===== config.mk =====
export PLATFORM = sky130hd
export DESIGN_NAME = down_counter_zero
export DESIGN_NICKNAME = d
export VERILOG_FILES = /design/src/rtl/down_counter_zero.sv
export SDC_FILE = /design/constraint.sdc
export NUM_CORES = 1
export LEC_CHECK = 0
export BUFFER_PORTS_ARGS = -buffer_cell sky130_fd_sc_hd__buf_4
export CAP_MARGIN = 20
export CORE_MARGIN = 4
export CORE_UTILIZATION = 53
export CTS_BUF_LIST = sky130_fd_sc_hd__clkbuf_4 sky130_fd_sc_hd__clkbuf_8 sky130_fd_sc_hd__clkbuf_16
export CTS_CLUSTER_DIAMETER = 60
export DETAILED_ROUTE_END_ITERATION = 6
export PLACE_DENSITY = 0.87
export SLEW_MARGIN = 5
export SYNTH_ARGS = -nofsm -noshare
export SYNTH_HDL_FRONTEND = slang
export SYNTH_SLANG_ARGS = --single-unit

===== constraint.sdc =====
create_clock -name clk -period 2.5 [get_ports clk]
set_input_delay 0.125 -clock clk [delete_from_list [all_inputs] [get_ports clk]]
set_output_delay 0.125 -clock clk [all_outputs]
set_load 0.02 [all_outputs]

===== src/rtl/down_counter_zero.sv =====
// Loadable countdown timer with a prescaler and one-shot or auto-reload modes.
// The count feeds an 8-bit zero detector; done pulses on the tick that reaches zero.
module down_counter_zero #(
    parameter int unsigned WIDTH = 8,
    parameter int unsigned DIV   = 1
) (
    input  logic             clk,
    input  logic             rst_n,
    input  logic             load,
    input  logic [WIDTH-1:0] d,
    input  logic             en,
    input  logic             auto,
    input  logic             stop,
    output logic [WIDTH-1:0] q,
    output logic             zero,
    output logic             done,
    output logic             busy
);

    localparam int unsigned PW = (DIV <= 1) ? 1 : $clog2(DIV);

    localparam logic [0:0] IDLE = 1'b0;
    localparam logic [0:0] RUN  = 1'b1;

    logic [0:0]       state_q, state_d;
    logic [WIDTH-1:0] count_q, count_d;
    logic [WIDTH-1:0] reload_q, reload_d;
    logic [PW-1:0]    presc_q, presc_d;
    logic             done_q, done_d;
    logic             tick;

    assign tick = (presc_q == PW'(DIV - 1));

    // Priority: load, then stop, then counting in RUN with en.
    always_comb begin
        state_d  = state_q;
        count_d  = count_q;
        reload_d = reload_q;
        presc_d  = presc_q;
        done_d   = 1'b0;
        if (load) begin
            count_d  = d;
            reload_d = d;
            presc_d  = '0;
            state_d  = (d != '0) ? RUN : IDLE;
        end else if (stop) begin
            state_d = IDLE;
            presc_d = '0;
        end else if (state_q == RUN && en) begin
            if (!tick) begin
                presc_d = presc_q + 1'b1;
            end else begin
                presc_d = '0;
                if (count_q > WIDTH'(1)) begin
                    count_d = count_q - 1'b1;
                end else if (count_q == WIDTH'(1)) begin
                    count_d = '0;
                    done_d  = 1'b1;
                    if (!auto) state_d = IDLE;
                end else begin
                    // Zero held for one tick period in auto mode, then reload.
                    count_d = reload_q;
                    if (reload_q == '0) state_d = IDLE;
                end
            end
        end
    end

    always_ff @(posedge clk or negedge rst_n) begin
        if (!rst_n) begin
            state_q  <= IDLE;
            count_q  <= '0;
            reload_q <= '0;
            presc_q  <= '0;
            done_q   <= 1'b0;
        end else begin
            state_q  <= state_d;
            count_q  <= count_d;
            reload_q <= reload_d;
            presc_q  <= presc_d;
            done_q   <= done_d;
        end
    end

    assign q    = count_q;
    assign zero = (count_q == '0);
    assign done = done_q;
    assign busy = (state_q == RUN);

endmodule


==> out/qor.yml, run 1 <==
cts.path.max_buffers: 2
path_clk_slew_ps: 110
ys_seq_area_share_pct: 38.96
die_w_um: 54.71
grt_usage_pct: 24.66
rsz0062_at_grt: "no"
first_global_vias: 1056
crit_chain: "inv_1, ha_1, or3b_2, a211o_1, a221oi_2, a221o_1"
slowest_delay_ps: 480
synth_nets: 144
antenna_left: 0
initial_utilization_pct: 57.18
numCtsBuffers: 3
ioPinCount: 25
gp_congestion: 0.9051
yosys_most_used_dff: "dfrtp_1"
cp.required_ps: 2750
min_period_over_period_pct: 77.49
nNetsFinal: 168
dieArea_mm2: 0.002993
grt_pass1_wl_um: 5230
cp.arrival_ps: 2190
cellPowerDensity_mw_per_mm2: 541.0
yosysWarningCount: 0
tns_ps: 0
ys_ff_latch: 18
finalHoldViolCount: 0
fp-row-count: 16
antenna_found_initial: 0
wirelength_um: 3210
max_freq_ghz: 0.5162
clock-sinks: 18
criticalPathCategory: "reg -> reg"
tightest_slew_ps: 657.0
dp_hpwl_um: 2351
crit_family: "compound AO/OA/AOI/OAI gates"
coreArea_mm2: 0.002022
diodes: 0
dr.pass1.iters: 4
wl_met1_um: 1373
setup_viol_count_final: 0
wire_per_inst_um: 18.14
root_buffer: "clkbuf_4"
cp_max_fo: 7
dpl.cell_count: 172
met2_length_um: 1539
met3_length_um: 219
p_leak_nw: 0.6026
critPathCaptureType: "flip-flop"
cts_setup_buffers: 0
syn_inst: 127
cts_tree: "built"
final_layout_size_suffix_gt1_share_pct: 26.00
synth_area_mm2: 0.001156
fin_skew_ps: 0.8701
vias: 1140
maxSlewViolCount: 0
maxCapViolCount: 0
synth_edf_count: 0
io_buffer_count: 24
crit_buf_inv: 1
drt_iter0_markers: 68
async_flop_share_pct: 100.0
synth.distinct_cells: 46
final_common_cell: "buf_4"
period_needed_ps: 1937
top_layer_used: "met4"
slowest_stage: "or3b_2"
layout_common_cells: "buf_4, dfrtp_1, nor2_1"
status: "finished clean"
max-vdd-ir-drop_uv: 368.0
grt-ovfl-total: 0
via_per_inst: 6.441
fillers: 172
relSlewSlack_pct: 55.80
syn_to_final_growth_pct: 21.00
clock_latency_ps: 300
grt_start_max_net_pins: 29
h-tree-depth: 1
critPathLaunchType: "flip-flop"
hold_path.class: "in -> reg"
synth_area_per_cell_um2: 9.103
fin_cells: 177
route.detailed.drc: 0
fp.dieH_um: 54.71
cell usage after synthesis, types with 2 or more instances:
cell type | number | share of area (%)
dfrtp_1 | 18 | 39
nor2_1 | 10 | 3.2
o21ai_0 | 8 | 3.5
inv_1 | 7 | 2.3
nand2_1 | 7 | 2.3
a21oi_1 | 6 | 2.6
nor4_1 | 6 | 3.2
clkbuf_1 | 5 | 1.6
nand2b_1 | 5 | 2.7
mux2_2 | 4 | 3.9
nand3_1 | 4 | 1.7
a31oi_1 | 3 | 1.6
ha_1 | 3 | 3.2
nor2b_1 | 3 | 1.6
and3_1 | 2 | 1.1
buf_2 | 2 | 0.87
nand3b_1 | 2 | 1.3
o211ai_1 | 2 | 1.3
o21a_1 | 2 | 1.3
o31ai_1 | 2 | 1.3
timing repair:
action | in CTS | in global routing
endpoints found under the hold margin | 18 | 0
endpoints found under the setup margin | 0 | 0
resized for setup | 0 | 0
hold buffers | 1 | 0
cells by family (layout without fill, tap and decap cells):
logic type                 count (synthesis)  after routing  share of synthesized area [%]
AOI/OAI and AO/OA                         35             35                          21.54
adders and majority gates                  3              3                          3.247
buffers and inverters                     15             38                          5.087
DFF                                       18             18                          38.96
muxes                                      5              5                          4.762
and+or+nand+nor                           51             51                          26.41
registers in the layout, summed over array words and instances, names as in the netlist:
name      cells
busy          1
done          1
q             8
reload_q      8
stage by stage:
stage	utilization (%)	hold slack (ps)	worst slack [ps]	power [mW]	area [um2]
floorplan	-	-170.6	590.1	0.4785	1156
global placement	66.89	4.560	649.6	0.5583	1353
detailed placement	66.89	9.519	596.3	0.5670	1353
CTS	69.18	67.28	573.7	0.7524	1399
global route	69.18	67.19	448.8	0.7966	1399
finish	69.18	61.08	562.7	0.7568	1399
worst min-delay path, cell delays in order:
cell and delay [ps]:
buf_4 90, nand2_1 60, o31ai_1 60
path summary, 6_finish.rpt:
path,startpoint,to,slack [ps],depth (start not counted)
max,q[0],q[4],560,6
min in group asynchronous,rst_n,q[1],210,2
min,d[0],q[0],60,3
min reg2reg,reload_q[5],reload_q[5],570,2
max reg2reg,q[0],q[4],560,6
max in group asynchronous,rst_n,reload_q[0],2090,2
final cells by class:
class                   instances  area [um2]  area share, %
multi-input cells              94       646.9          46.24
repair buffers                 27       205.2          14.67
well taps                      27       33.78          2.415
clock buffers                   4       36.28          2.594
inverters                       7       26.28          1.878
flip-flops and latches         18       450.4          32.20
per-layer routing:
layer  track usage [%]  vias to the layer above
met1             32.77                      553
met3             3.542                       11
met2             40.94                       46
met4             7.469                        0
met5                 0                        -
li1                  -                      530
where the power goes:
part	internal [mW]	switching, mW
clock network	0.0890	0.102
logic	0.0904	0.112
registers	0.318	0.0459
(Power assumes the default switching activity.)
==> run 2: changes to the inputs <==
- CORE_UTILIZATION: 53 -> 48
- PLACE_DENSITY: 0.87 -> 0.84
- clock period: 2.5 -> 1.6 ns (I/O delays scaled with it)
==> run 2 against run 1 <==
The flow now finishes with violations (setup timing). Global-route usage decreased by 2.4 points. Combinational power grew to 2.6 times the previous value. Clock power rose by 37%. Total power rose by 76%. Die area up 8.9%. Clock-buffer cell count unchanged. Worst setup slack worse by 690 ps. Cell area is 25% higher. Core utilization rose by 8.6 points. Non-clock buffer count rose by 31. Critical endpoint is now q[2]. Largest cell class unchanged. Highest routed layer unchanged.
==> out/qor.yml, run 2 (synthesis results as in run 1) <==
cts.path.max_buffers: 2  # unchanged
cp.arrival_ps: 1930  # was 2190 ps
route.detailed.drc: 0  # unchanged
via_per_inst: 6.086  # was 6.441
fp.dieH_um: 57.08  # was 54.71 um
gp_congestion: 0.8945  # was 0.9051
grt_pass1_wl_um: 5644  # was 5230 um
slowest_delay_ps: 410  # was 480 ps
ioPinCount: 25  # unchanged
gr-usage-met2_pct: 36.38  # was 40.94%
grt-ovfl-total: 0  # unchanged
coreArea_mm2: 0.002255  # was 0.002022 mm2
numCtsBuffers: 3  # unchanged
dr.pass1.iters: 4  # unchanged
fin_skew_ps: 9.888  # was 0.8701 ps
antenna_left: 0  # unchanged
root_buffer: "clkbuf_4"  # unchanged
grt_use_met3_pct: 4.072  # was 3.542%
nNetsFinal: 199  # was 168
rsz0062_at_grt: "yes"  # was no
clock_latency_ps: 300  # about the same
cellPowerDensity_mw_per_mm2: 760.4  # was 541.0 mW/mm2
dieArea_mm2: 0.003258  # was 0.002993 mm2
die_w_um: 57.08  # was 54.71 um
clock-sinks: 18  # unchanged
tightest_slew_ps: 332.7  # was 657.0 ps
finish.utilization_pct: 77.80  # was 69.18%
min_period_over_period_pct: 107.8  # was 77.49%
io_buffer_count: 24  # unchanged
hold_path.class: "in -> reg"  # unchanged
criticalPathCategory: "reg -> reg"  # unchanged
crit_path_frequent_cell: "buf_4"
first_global_vias: 1225  # was 1056
slowest_stage: "dfrtp_2"  # was or3b_2
cp_max_fo: 4  # was 7
busiest_layer: "met2"  # unchanged
vias: 1272  # was 1140
wire_per_inst_um: 17.76  # was 18.14 um
drt_iter0_markers: 58  # was 68
fin_ws_ps: -124.9  # was 562.7 ps
status: "complete, but fails checks"  # was finished clean
max-vdd-ir-drop_uv: 550.5  # was 368.0 uV
layout_common_cells: "buf_4, dfrtp_1, nor2_1"  # unchanged
dp_hpwl_um: 2508  # was 2351 um
grt_start_max_net_pins: 29  # unchanged
antenna_found_initial: 0  # unchanged
crit_chain: "inv_2, buf_4, ha_4, buf_4, nand2b_1, a311oi_1, a21oi_1, o21ai_0"  # was inv_1, ha_1, or3b_2, a211o_1, a221oi_2, a221o_1
maxSlewViolCount: 0  # unchanged
diodes: 0  # unchanged
maxCapViolCount: 0  # unchanged
finalHoldViolCount: 0  # unchanged
path_clk_slew_ps: 110  # about the same
critPathLaunchType: "flip-flop"  # unchanged
critPathCaptureType: "flip-flop"  # unchanged
cp.required_ps: 1810  # was 2750 ps
syn_to_final_growth_pct: 51.73  # was 21.00%
final_layout_size_suffix_gt1_share_pct: 48.62  # was 26.00%
p_leak_nw: 0.7625  # was 0.6026 nW
power.total_mw: 1.334  # was 756.8 uW
crit_family: "compound AO/OA/AOI/OAI gates"  # unchanged
crit_buf_inv: 3  # was 1
grt_use_met1_pct: 27.72  # was 32.77%
initial_utilization_pct: 51.28  # was 57.18%
wirelength_um: 3711  # was 3210 um
final_common_cell: "buf_4"  # unchanged
pre_cts_slack_ps: -94.10  # was 596.3 ps
grt_usage_pct: 22.24  # was 24.66%
relSlewSlack_pct: 77.61  # was 55.80%
period_needed_ps: 1725  # was 1937 ps
cts_tree: "built"  # unchanged
max_freq_ghz: 0.5798  # was 0.5162 GHz
violations: "setup timing"
h-tree-depth: 1  # unchanged
setup_viol_count_final: 4  # was 0
fp-row-count: 17  # was 16
[run 2: final cells by class]
| cell class | count | area (um2) |
|---|---|---|
| Clock buffer | 4 | 30.03 |
| Fill cell | 138 | 500.5 |
| Inverter | 7 | 26.28 |
| Tap cell | 28 | 35.03 |
| Sequential cell | 18 | 454.2 |
| Multi-Input combinational cell | 94 | 747.0 |
| Timing Repair Buffer | 58 | 461.7 |
[run 2: worst paths after layout]
path,from,endpoint,slack [ps],depth (start not counted)
max,q[1],q[2],-120,8
min,d[6],reload_q[6],30,2
max reg2reg,q[1],q[2],-120,8
min reg2reg,reload_q[3],reload_q[3],570,1
max in group asynchronous,rst_n,q[3],1200,2
min in group asynchronous,rst_n,done,170,2
[run 2: stage by stage]
stage | hold slack [ps] | cells | area, um2 | setup TNS (ps)
6_report | 32.11 | 209 | 1754 | -366.2
5_1_grt | 14.51 | 209 | 1754 | -954.5
4_1_cts | 28.34 | 205 | 1644 | -229.6
3_5_place_dp | -36.39 | 197 | 1553 | -260.8
3_3_place_gp | -39.53 | 197 | 1553 | -82.80
2_1_floorplan | -215.6 | 127 | 1176 | -175.6
[run 2: repair_timing]
item	CTS	global route
setup endpoints to repair	7	9
cloned	0	0
resized for setup	7	13
pin swaps	2	7
setup buffers	3	4
hold endpoints to repair	18	0
hold buffers	1	0
[run 2: power breakdown]
part           leakage, nW  switching (mW)  internal (mW)
clock               0.0184           0.148          0.114
sequential           0.212          0.0474          0.499
combinational        0.532           0.261          0.264
total                0.763           0.457          0.877
[run 2: metal layers]
metal / wire [um] / up-vias / part of all wire, %
met3: 206 / 11 / 5.6
met4: 80 / 0 / 2.2
met1: 1562 / 620 / 42
met2: 1862 / 51 / 50
met5: 0 / - / 0
li1: - / 590 / -
==> run 3: changes to the inputs <==
- BUFFER_PORTS_ARGS: -buffer_cell sky130_fd_sc_hd__buf_4 -> not set
- CORE_UTILIZATION: 48 -> 55
- DONT_BUFFER_PORTS: not set -> 1
- PLACE_DENSITY: 0.84 -> not set
- PLACE_DENSITY_LB_ADDON: not set -> 0.1
==> run 3 against run 2 <==
The flow still finishes with violations (setup timing). Hold slack got worse by 26 ps. Clock skew fell by 3.4 ps. Cell count fell by 2.4%. Global-route usage rose by 6.3 points. Core utilization rose by 14 points. Total power rose by 3.3%. Die area fell by 11%. Routed wire length rose by 28%. Flip-flop and latch count did not move. Critical path depth rose by 1. Register-to-register slack got worse by 20 ps. Largest cell class unchanged.
==> out/qor.yml, run 3 (synthesis results as in run 1) <==
root_buffer: "clkbuf_4"  # unchanged
grt-ovfl-total: 0  # unchanged
cellPowerDensity_mw_per_mm2: 760.8  # was 760.4 mW/mm2
dp_hpwl_um: 2387  # was 2508 um
final_layout_size_suffix_gt1_share_pct: 40.11  # was 48.62%
dr.pass1.iters: 6  # was 4
path_clk_slew_ps: 110  # about the same
maxSlewViolCount: 0  # unchanged
h-tree-depth: 1  # unchanged
clock-sinks: 18  # unchanged
violations: "setup timing"  # unchanged
hold_ws_ps: 5.723  # was 32.11 ps
numCtsBuffers: 3  # unchanged
ioPinCount: 25  # unchanged
fp.dieH_um: 53.85  # was 57.08 um
syn_to_final_growth_pct: 56.60  # was 51.73%
p_leak_nw: 0.7475  # was 0.7625 nW
grt_usage_pct: 28.55  # was 22.24%
diodes: 0  # unchanged
regArea_um2: 454.2  # unchanged
max-vdd-ir-drop_uv: 737.1  # was 550.5 uV
period_needed_ps: 1749  # was 1725 ps
coreArea_mm2: 0.001982  # was 0.002255 mm2
finish.utilization_pct: 91.35  # was 77.80%
io_buffer_count: 0  # was 24
grt_start_max_net_pins: 29  # unchanged
antenna_left: 0  # unchanged
cp_max_fo: 7  # was 4
via_per_inst: 6.721  # was 6.086
hold_path.class: "in -> reg"  # unchanged
rsz0062_at_grt: "yes"  # unchanged
first_global_vias: 1181  # was 1225
cts.path.max_buffers: 2  # unchanged
final_common_cell: "buf_4"  # unchanged
drt_iter0_markers: 96  # was 58
min_period_over_period_pct: 109.3  # was 107.8%
setup_viol_count_final: 7  # was 4
criticalPathCategory: "reg -> reg"  # unchanged
clock_latency_ps: 310  # was 300 ps
nNetsFinal: 195  # was 199
vias: 1371  # was 1272
multi_input_area_um2: 780.7  # was 747.0 um2
critPathLaunchType: "flip-flop"  # unchanged
gp_congestion: 0.9135  # was 0.8945
wire_per_inst_um: 23.25  # was 17.76 um
cp.required_ps: 1820  # was 1810 ps
fp-row-count: 16  # was 17
fillers: 76  # was 138
grt_use_met1_pct: 39.19  # was 27.72%
cts_tree: "built"  # unchanged
critPathCaptureType: "flip-flop"  # unchanged
gr-usage-met2_pct: 46.17  # was 36.38%
dieArea_mm2: 0.002899  # was 0.003258 mm2
initial_utilization_pct: 58.33  # was 51.28%
grt_pass1_wl_um: 5775  # was 5644 um
fin_skew_ps: 6.519  # was 9.888 ps
status: "complete, but fails checks"  # unchanged
cp.arrival_ps: 1970  # was 1930 ps
die_w_um: 53.85  # was 57.08 um
tightest_slew_ps: 880.9  # was 332.7 ps
busiest_layer: "met2"  # unchanged
wirelength_um: 4743  # was 3711 um
maxCapViolCount: 0  # unchanged
layout_common_cells: "buf_4, dlygate4sd3_1, dfrtp_1"  # was buf_4, dfrtp_1, nor2_1
antenna_found_initial: 0  # unchanged
max_freq_ghz: 0.5716  # was 0.5798 GHz
route.detailed.drc: 0  # unchanged
finalHoldViolCount: 0  # unchanged
grt_use_met3_pct: 4.986  # was 4.072%
fin_ws_ps: -149.4  # was -124.9 ps
relSlewSlack_pct: 41.08  # was 77.61%
[run 3: final cells by class]
class	instances	area share (%)
repair buffers	54	26.81
well taps	27	1.866
flip-flops and latches	18	25.09
inverters	7	1.451
clock buffers	4	1.659
multi-input cells	94	43.12
[run 3: metal layers]
metal,part of all wire (%),vias up,wire [um]
li1,-,580,-
met1,38,664,1796
met2,48,105,2256
met3,11,22,502
met4,3.9,0,187
met5,0,-,0
[run 3: timing repair]
item / in CTS / in global routing
pin swaps: 1 / 21
gates resized for setup: 3 / 31
endpoints found under the setup margin: 8 / 10
hold buffers: 15 / 5
setup buffers: 2 / 5
gates cloned: 0 / 0
endpoints found under the hold margin: 35 / 7
[run 3: stage by stage]
| stage | std cells | setup slack, ps | TNS [ps] | total power, mW | area [um2] |
|---|---|---|---|---|---|
| after detailed placement | 173 | -66.36 | -202.6 | 0.8942 | 1379 |
| after global placement | 173 | -36.29 | -83.52 | 0.8878 | 1379 |
| after floorplan | 127 | -96.90 | -175.6 | 0.7569 | 1176 |
| final | 204 | -149.4 | -640.1 | 1.377 | 1810 |
| after global routing | 204 | -247.6 | -1254 | 1.444 | 1810 |
| after CTS | 194 | -93.88 | -222.9 | 1.216 | 1579 |
[run 3: final timing paths]
path                            endpoint         from  slack, ps  cells past startpoint
min in group asynchronous           q[4]        rst_n        320                      1
worst max register to register      q[0]         q[0]       -150                      9
worst max-delay path                q[0]         q[0]       -150                      9
worst min-delay path                busy         d[7]          6                      3
max in group asynchronous           q[3]        rst_n        680                      1
worst min register to register      q[7]  reload_q[7]        620                      2
[run 3: report_power, final]
part / switching, mW / internal [mW]
sequential: 0.0609 / 0.499
combinational: 0.270 / 0.275
clock: 0.158 / 0.115
total: 0.490 / 0.888
[run 3: worst max-delay path, stage by stage, from the launching register on]
cell and delay (ps):
dfrtp_2 410, inv_2 60, ha_4 160, buf_4 140
buf_6 120, buf_8 130, nor2b_4 120, o211ai_1 180
a21oi_1 110, o31ai_1 230
